File: config.mk
export PLATFORM = sky130hd
export DESIGN_NAME = tpiu_frame_decoder
export DESIGN_NICKNAME = d
export VERILOG_FILES = /design/src/rtl/tpiu_frame_decoder.sv
export SDC_FILE = /design/constraint.sdc
export NUM_CORES = 1
export LEC_CHECK = 0
export CORE_MARGIN = 2
export CORE_UTILIZATION = 30
export DETAILED_ROUTE_END_ITERATION = 8
export PLACE_DENSITY_LB_ADDON = 0.15
export SLEW_MARGIN = 5
export SYNTH_ARGS = -nofsm -noshare
export SYNTH_HDL_FRONTEND = slang
export SYNTH_SLANG_ARGS = --single-unit
File: constraint.sdc
create_clock -name clk -period 3.2 [get_ports clk]
set_input_delay 0.8 -clock clk [delete_from_list [all_inputs] [get_ports clk]]
set_output_delay 0.8 -clock clk [all_outputs]
set_load 0.01 [all_outputs]
File: src/rtl/tpiu_frame_decoder.sv
// tpiu_frame_decoder: syncs TPIU frame toggles, demuxes ID/data bytes into a tagged valid/ready byte stream
module tpiu_frame_decoder #(
  parameter int SYNC_STAGES = 2
) (
  input  logic         clk,
  input  logic         rstn,
  input  logic         PkAvail,
  input  logic [127:0] Packet,
  output logic         byteAvail,
  input  logic         byteReady,
  output logic [7:0]   byteOut,
  output logic [6:0]   streamId,
  output logic         frameOverflow
);
  typedef enum logic {IDLE, DECODE} state_t;
  state_t             state_q, state_d;
  logic [SYNC_STAGES-1:0] sync_q;
  logic               dly_q;
  logic [127:0]       frame_q, frame_d;
  logic [3:0]         pos_q, pos_d;
  logic [6:0]         id_q, id_d, pend_q, pend_d;
  logic               pend_v_q, pend_v_d;
  logic               avail_q, avail_d, ovf_q, ovf_d;
  logic [7:0]         byte_q, byte_d;
  logic [6:0]         sid_q, sid_d;
  logic               new_frame, step, last, even, id_byte, aux, emit;
  logic [7:0]         cur, data;
  assign new_frame = sync_q[SYNC_STAGES-1] ^ dly_q;
  assign cur       = frame_q[{pos_q, 3'b000} +: 8];
  assign aux       = frame_q[{4'b1111, pos_q[3:1]}];
  assign even      = !pos_q[0];
  assign id_byte   = even && cur[0];
  assign data      = even ? {cur[7:1], aux} : cur;
  assign last      = pos_q == 4'd14;
  assign step      = state_q == DECODE && (!avail_q || byteReady);
  assign emit      = step && !id_byte && id_q != 7'h00 && id_q != 7'h7F;
  assign byteAvail     = avail_q;
  assign byteOut       = byte_q;
  assign streamId      = sid_q;
  assign frameOverflow = ovf_q;
  // toggle synchroniser plus one delay flop for edge detection
  always_ff @(posedge clk or negedge rstn)
    if (!rstn) begin
      sync_q <= '0;
      dly_q  <= 1'b0;
    end else begin
      sync_q <= {sync_q[SYNC_STAGES-2:0], PkAvail};
      dly_q  <= sync_q[SYNC_STAGES-1];
    end
  // frame capture, one byte position per free output slot, ID tracking and output loading
  always_comb begin
    state_d  = state_q;
    frame_d  = frame_q;
    pos_d    = pos_q;
    id_d     = id_q;
    pend_d   = pend_q;
    pend_v_d = pend_v_q;
    avail_d  = avail_q && !byteReady;
    byte_d   = byte_q;
    sid_d    = sid_q;
    ovf_d    = new_frame && state_q == DECODE;
    if (state_q == IDLE && new_frame) begin
      frame_d = Packet;
      pos_d   = 4'd0;
      state_d = DECODE;
    end
    if (step) begin
      pos_d   = pos_q + 4'd1;
      state_d = last ? IDLE : DECODE;
      if (id_byte) begin
        if (!last && aux) begin
          pend_d   = cur[7:1];
          pend_v_d = 1'b1;
        end else begin
          id_d = cur[7:1];
        end
      end else if (pend_v_q) begin
        id_d     = pend_q;
        pend_v_d = 1'b0;
      end
      if (emit) begin
        avail_d = 1'b1;
        byte_d  = data;
        sid_d   = id_q;
      end
    end
  end
  // state and datapath registers
  always_ff @(posedge clk or negedge rstn)
    if (!rstn) begin
      state_q  <= IDLE;
      frame_q  <= '0;
      pos_q    <= '0;
      id_q     <= '0;
      pend_q   <= '0;
      pend_v_q <= 1'b0;
      avail_q  <= 1'b0;
      byte_q   <= '0;
      sid_q    <= '0;
      ovf_q    <= 1'b0;
    end else begin
      state_q  <= state_d;
      frame_q  <= frame_d;
      pos_q    <= pos_d;
      id_q     <= id_d;
      pend_q   <= pend_d;
      pend_v_q <= pend_v_d;
      avail_q  <= avail_d;
      byte_q   <= byte_d;
      sid_q    <= sid_d;
      ovf_q    <= ovf_d;
    end
endmodule

==> impl_metrics.env, run 1 <==
export IMPL_status="finished clean"
export IMPL_die_w_um=162
export IMPL_cts_buffers=17
export IMPL_intPower_uw=6960
export IMPL_clkSlewWorstSetupHoldPaths_ns=0.07
export IMPL_p_clk_share_pct=20.1
export IMPL_ys_types=38
export IMPL_drt_iter0_drc=304
export IMPL_ios=149
export IMPL_min_path_type="flip-flop to flip-flop"
export IMPL_clock_path_buffers=2
export IMPL_synth_area_leaders="dfrtp_1 56%, mux2_2 25%, mux4_2 9.6%, mux2i_1 2.0%, clkbuf_1 0.75%"
export IMPL_r2r_start="pos_q[1]$_DFFE_PN0P_"
export IMPL_ir_drop_mv=0.400
export IMPL_hold_ws_ns=0.349
export IMPL_max_cap_violations=0
export IMPL_place_congestion=0.747
export IMPL_sequentialPowerShare_pct=38.6
export IMPL_yosys_area_top_type="dfrtp_1"
export IMPL_critPathKind="flip-flop to flip-flop"
export IMPL_r2r_worst_path_cells=5
export IMPL_dp_final_hpwl_um=13200
export IMPL_start_util_pct=30.7
export IMPL_synthToLayoutAreaGrowth_pct=33.4
export IMPL_portBuffers=148
export IMPL_synth_edf_count=0
export IMPL_track_usage_pct=14.7
export IMPL_die_h_um=162
export IMPL_cts_setup_buffers=0
export IMPL_wirelength_um=18100
export IMPL_viasPerCell=4.73
export IMPL_synth_area_um2=7480
export IMPL_cts_hold_buffers=0
export IMPL_syn_avg_cell_area_um2=15.8
export IMPL_slew_headroom_pct=58.8
export IMPL_ys_seq_area_share_pct=56.2
export IMPL_synthArstFlopShare_pct=100
export IMPL_yosysWarnings=0
export IMPL_cp_common_cell="mux2_2"
export IMPL_arrival_ns=3.11
export IMPL_post_route_cells_drive_above_1_share_pct=39.4
export IMPL_critPathMaxStageDelay_ns=0.67
export IMPL_synthCells=475
export IMPL_vias=4558
export IMPL_hold_path_startpoint="sync_q[0]$_DFF_PN0_"
export IMPL_crit_buf_inv=0
export IMPL_grt_pass1_wl_um=29300
export IMPL_p_leak_uw=0.00399
export IMPL_fin_nets=760
export IMPL_yosysMostFrequentCell="dfrtp_1"
export IMPL_path_delay_family="multiplexers"
export IMPL_drc_errors=0
export IMPL_crit_path_cell_trace="mux4_2 > mux2_2 > a32o_2 > a221oi_4 > mux2_2"
export IMPL_wl_per_cell_um=18.7
export IMPL_cts_max_level=4
export IMPL_post_cts_resized=0
export IMPL_worstHoldPathCells=0
export IMPL_rows=57
export IMPL_period_needed_ns=2.80
export IMPL_setup_tns_ns=0
export IMPL_grt_max_degree=88
export IMPL_tritoncts="done"
export IMPL_end_kind="flip-flop"
export IMPL_power_density_nw_per_um2=1030
export IMPL_synth_main_ff_cell="dfrtp_1"
export IMPL_antenna_found_initial=0
export IMPL_insertion_delay_ns=0.42
export IMPL_grt_pass1_vias=5137
export IMPL_dieArea_um2=26200
export IMPL_holdPathEnd="sync_q[1]$_DFF_PN0_"
export IMPL_ctsRootBufferMaster="clkbuf_16"
export IMPL_grt_ovfl_total=0
export IMPL_numClockSinks=168
export IMPL_r2r_slack_ns=0.40
export IMPL_path_max_fanout=17
export IMPL_drv_slew=0
export IMPL_fin_crit_sh_pct=87.5
export IMPL_firstDrtPassIters=4
export IMPL_cp_slowest_cell="dfrtp_2"
export IMPL_ys_seq_elements=168
export IMPL_hold_viol_final=0
export IMPL_switchingPower_uw=3330
export IMPL_ant_nets=0
export IMPL_cp_required_ns=3.51
export IMPL_max_freq_ghz=0.357
export IMPL_synth_top_area_share_pct=56.2
export IMPL_core_area_um2=24400
export IMPL_synth_common_cells="168 x dfrtp_1, 165 x mux2_2, 32 x mux4_2, 15 x clkbuf_1, 15 x mux2i_1"
export IMPL_power_frac_comb_pct=41.4
export IMPL_setup_viol=0
export IMPL_skew_ns=0.00801
export IMPL_tightest_slew_ns=0.617
export IMPL_diodes=0
export IMPL_rr_endpoint="id_q[3]$_DFFE_PN0P_"
export IMPL_synthesis_nets=609
export IMPL_start_kind="flip-flop"
export IMPL_switching_share_pct=32.3
export IMPL_rsz0062_at_grt="false"
## power by group through the flow
stage | registers (µW) | clock network (µW) | logic, µW
6_report | 3970 | 2060 | 4260
5_1_grt | 4140 | 2220 | 4640
4_1_cts | 3990 | 2140 | 4330
3_5_place_dp | 4030 | 0 | 4320
3_3_place_gp | 3990 | 0 | 4230
2_1_floorplan | 3660 | 0 | 3220
## worst reg2reg max path, delay by kind of cell (launching register included)
kind,cells,cell delay (ns)
flops,1,0.67
mux,3,1.29
compound gates,2,0.74
## placed cells by master (no fill, tap or decap), drive strengths merged
cell / synthesis / final
dfrtp: 168 / 168
mux2: 165 / 165
clkdlybuf4s50: 0 / 147
mux4: 32 / 32
clkbuf: 15 / 17
mux2i: 15 / 15
buf: 14 / 14
inv: 3 / 8
nor2: 7 / 7
nand2: 7 / 7
o22ai: 7 / 7
nand2b: 6 / 6
o21ai: 5 / 5
clkinv: 0 / 5
nand3: 3 / 3
a21oi: 3 / 3
clkinvlp: 0 / 3
xor2: 2 / 2
nand4: 2 / 2
o22a: 2 / 2
ha: 2 / 2
bufinv: 0 / 2
and2: 2 / 2
nor2b: 2 / 2
a32o: 2 / 2
or4: 1 / 1
o41ai: 1 / 1
a31oi: 1 / 1
a32oi: 1 / 1
or2: 1 / 1
o211ai: 1 / 1
a221oi: 1 / 1
nor3: 1 / 1
a21o: 1 / 1
and3: 1 / 1
o31ai: 1 / 1
## metal layers
layer  global-route usage, %  vias to the layer above  part of all wire (%)  routed length, µm
li1                        -                     2081                     -                  -
met1                    19.7                     2351                    45               8070
met2                    24.1                      113                    49               8930
met3                    3.50                       13                   4.8                871
met4                    3.86                        0                   1.0                185
met5                       0                        -                     0                  0
## flip-flops by register name (all words and copies together), names as in the netlist, 2 cells and up
register,flops
frame_q,128
id_q,7
pend_q,7
streamId,7
pos_q,4
byteOut,8
sync_q,2
## cell families after synthesis
kind of cell | after synthesis | synth area share, %
adders and majority gates | 2 | 0.334
buffers and inverters | 32 | 1.87
and+or+nand+nor | 33 | 2.31
muxes | 212 | 36.5
AOI/OAI and AO/OA | 26 | 2.61
xor gates and xnor gates | 2 | 0.234
DFF | 168 | 56.2
## worst max-delay path by stage
stage               cells past startpoint                     end  slack (ns)            startpoint
floorplan                               7  byteOut[1]$_DFFE_PN0P_        0.78  pos_q[1]$_DFFE_PN0P_
global placement                        5     id_q[4]$_DFFE_PN0P_        0.46  pos_q[1]$_DFFE_PN0P_
detailed placement                      5     id_q[0]$_DFFE_PN0P_        0.41  pos_q[1]$_DFFE_PN0P_
CTS                                     5     id_q[3]$_DFFE_PN0P_        0.40  pos_q[1]$_DFFE_PN0P_
global route                            6     id_q[6]$_DFFE_PN0P_        0.19  pos_q[1]$_DFFE_PN0P_
finish                                  5     id_q[3]$_DFFE_PN0P_        0.40  pos_q[1]$_DFFE_PN0P_
## stage by stage
stage	area, µm²	setup WS (ns)	util (%)	instances	total power (µW)
6_report	9980	0.399	40.9	963	10300
3_3_place_gp	9390	0.456	38.5	931	8220
3_5_place_dp	9390	0.406	38.5	931	8340
4_1_cts	9980	0.397	40.9	963	10500
2_1_floorplan	7480	0.779	-	475	6880
5_1_grt	9980	0.189	40.9	963	11000
## cell type report
type | count | area (µm²)
fill | 2280 | 14400
inverter | 3 | 11.3
timing repair buffer | 161 | 1620
clock buffer | 17 | 425
clock inverter | 15 | 166
sequential | 168 | 4210
multi-input combinational | 275 | 3150
tap | 324 | 405
Note: power is estimated with default switching activity, not from simulation.
==> run 2, diff against run 1 <==
clock period = 2.7 ns   (was 3.2 ns; I/O delays follow)
==> run 2 against run 1 <==
Against the previous run:
- sequential share of layout area down 0.35 points
- worst setup slack got worse by 0.21 ns
- cell area is 0.84% higher
- critical path depth is the same
==> impl_metrics.env, run 2 (synthesis gave the netlist of run 1 again) <==
export IMPL_post_cts_resized=0
export IMPL_cts_buffers=17
export IMPL_cts_hold_buffers=0
export IMPL_skew_ns=0.00985
export IMPL_cts_setup_buffers=0
export IMPL_tritoncts="done"
export IMPL_tightest_slew_ns=0.715
export IMPL_insertion_delay_ns=0.43
export IMPL_dp_final_hpwl_um=13900
export IMPL_dp_slack_ns=0.195
export IMPL_numClockSinks=168
export IMPL_post_route_cells_drive_above_1_share_pct=40.1
export IMPL_track_usage_pct=14.9
export IMPL_slew_headroom_pct=52.3
export IMPL_final_cell_mix="165 x mux2_2, 165 x dfrtp_1, 147 x clkdlybuf4s50_1, 32 x mux4_2, 18 x buf_4"
export IMPL_multi_input_area_um2=3150
export IMPL_r2r_slack_ns=0.19
export IMPL_dieArea_um2=26200
export IMPL_start_kind="flip-flop"
export IMPL_ctsRootBufferMaster="clkbuf_16"
export IMPL_ant_nets=0
export IMPL_top_register="frame_q"
export IMPL_rsz0062_at_grt="false"
export IMPL_largest_reg_flops=128
export IMPL_crit_end="id_q[3]$_DFFE_PN0P_"
export IMPL_p_leak_uw=0.00405
export IMPL_cts_max_level=4
export IMPL_portBuffers=148
export IMPL_core_area_um2=24400
export IMPL_end_kind="flip-flop"
export IMPL_wirelength_um=18300
export IMPL_status="finished clean"
export IMPL_hold_viol_final=0
export IMPL_setup_viol=0
export IMPL_firstDrtPassIters=4
export IMPL_fin_nets=772
export IMPL_rows=57
export IMPL_ir_drop_mv=0.414
export IMPL_utilization_pct=41.3
export IMPL_total_power_uw=12200
export IMPL_drv_slew=0
export IMPL_place_congestion=0.744
export IMPL_r2r_worst_path_cells=5
export IMPL_max_cap_violations=0
export IMPL_vias=4550
export IMPL_seq_area_um2=4210
export IMPL_viasPerCell=4.68
export IMPL_wl_per_cell_um=18.9
export IMPL_die_w_um=162
export IMPL_n_fill_cell=2269
export IMPL_path_max_fanout=7
export IMPL_grt_ovfl_total=0
export IMPL_diodes=0
export IMPL_arrival_ns=2.82
export IMPL_cp_required_ns=3.01
export IMPL_rr_endpoint="id_q[3]$_DFFE_PN0P_"
export IMPL_fin_crit_sh_pct=93.1
export IMPL_power_density_nw_per_um2=1210
export IMPL_ios=149
export IMPL_start_util_pct=30.7
export IMPL_grt_max_degree=72
export IMPL_grt_pass1_vias=5100
export IMPL_clock_path_buffers=2
export IMPL_synthToLayoutAreaGrowth_pct=34.5
export IMPL_fin_ws_ns=0.187
export IMPL_hold_ws_ns=0.251
export IMPL_period_needed_ns=2.51
export IMPL_max_freq_ghz=0.398
export IMPL_clkSlewWorstSetupHoldPaths_ns=0.07
export IMPL_min_path_type="input port to asynchronous set/reset pin"
export IMPL_drt_iter0_drc=222
export IMPL_drc_errors=0
export IMPL_critPathKind="flip-flop to flip-flop"
export IMPL_setup_tns_ns=0
export IMPL_r2r_start="pos_q[1]$_DFFE_PN0P_"
export IMPL_grt_pass1_wl_um=29400
export IMPL_antenna_found_initial=0
export IMPL_cp_startpoint="pos_q[1]$_DFFE_PN0P_"
export IMPL_die_h_um=162
-- run 2: cell types whose count changed in the layout (fill, tap and decap cells not counted) --
cell,before,now
buf_4,10,18
inv_6,5,0
buf_12,3,7
clkinv_2,1,5
clkinv_4,4,1
clkbuf_8,0,2
bufinv_16,2,1
clkbuf_1,0,1
clkinvlp_4,3,2
-- run 2: stage by stage --
stage          area, µm²  std cells
6_report           10100        972
5_1_grt            10100        972
4_1_cts            10100        972
3_5_place_dp        9530        943
3_3_place_gp        9530        943
2_1_floorplan       7480        475
-- run 2: area by class of cell --
| cell class | count | share of cell area (%) |
|---|---|---|
| flip-flops and latches | 168 | 41.8 |
| multi-input cells | 275 | 31.3 |
| repair buffers | 173 | 17.5 |
| clock buffers | 20 | 4.54 |
| well taps | 324 | 4.03 |
| clock inverters | 9 | 0.783 |
| inverters | 3 | 0.112 |
-- run 2: worst min-delay path by stage --
stage / end / slack, ns / cells after the start
after CTS: sync_q[1]$_DFF_PN0_ / 0.29 / 1
after detailed placement: sync_q[1]$_DFF_PN0_ / 0.35 / 0
after floorplan: sync_q[1]$_DFF_PN0_ / 0.33 / 0
after global routing: sync_q[0]$_DFF_PN0_ / 0.30 / 1
final: sync_q[0]$_DFF_PN0_ / 0.25 / 1
after global placement: sync_q[1]$_DFF_PN0_ / 0.35 / 0
-- run 2: power by group --
| part | internal [µW] | total (µW) | switching, µW | leakage [µW] |
|---|---|---|---|---|
| Sequential | 3810 | 4560 | 752 | 0.00200 |
| Clock | 1290 | 2270 | 979 | 0.000263 |
| Combinational | 3180 | 5340 | 2160 | 0.00179 |
-- run 2: critical path: stages, from the launching register on --
cell      delay [ns]
dfrtp_2         0.45
mux4_2          0.56
mux2_2          0.28
a32o_2          0.26
a221oi_4        0.46
mux2_2          0.39
-- run 2: layer usage --
metal  up-vias  track usage, %  share of wire (%)
met3        12            3.60                3.6
met1      2336            19.2                 44
met2       102            25.3                 51
li1       2100               -                  -
met5         -               0                  0
met4         0            3.70               0.80
==> run 3, diff against run 2 <==
ABC_CLOCK_PERIOD_IN_PS = 2700   (was unset)
CTS_CLUSTER_DIAMETER = 30   (was unset)
==> results of run 3 <==
Final layout, timing and power as in run 2 (identical DEF).
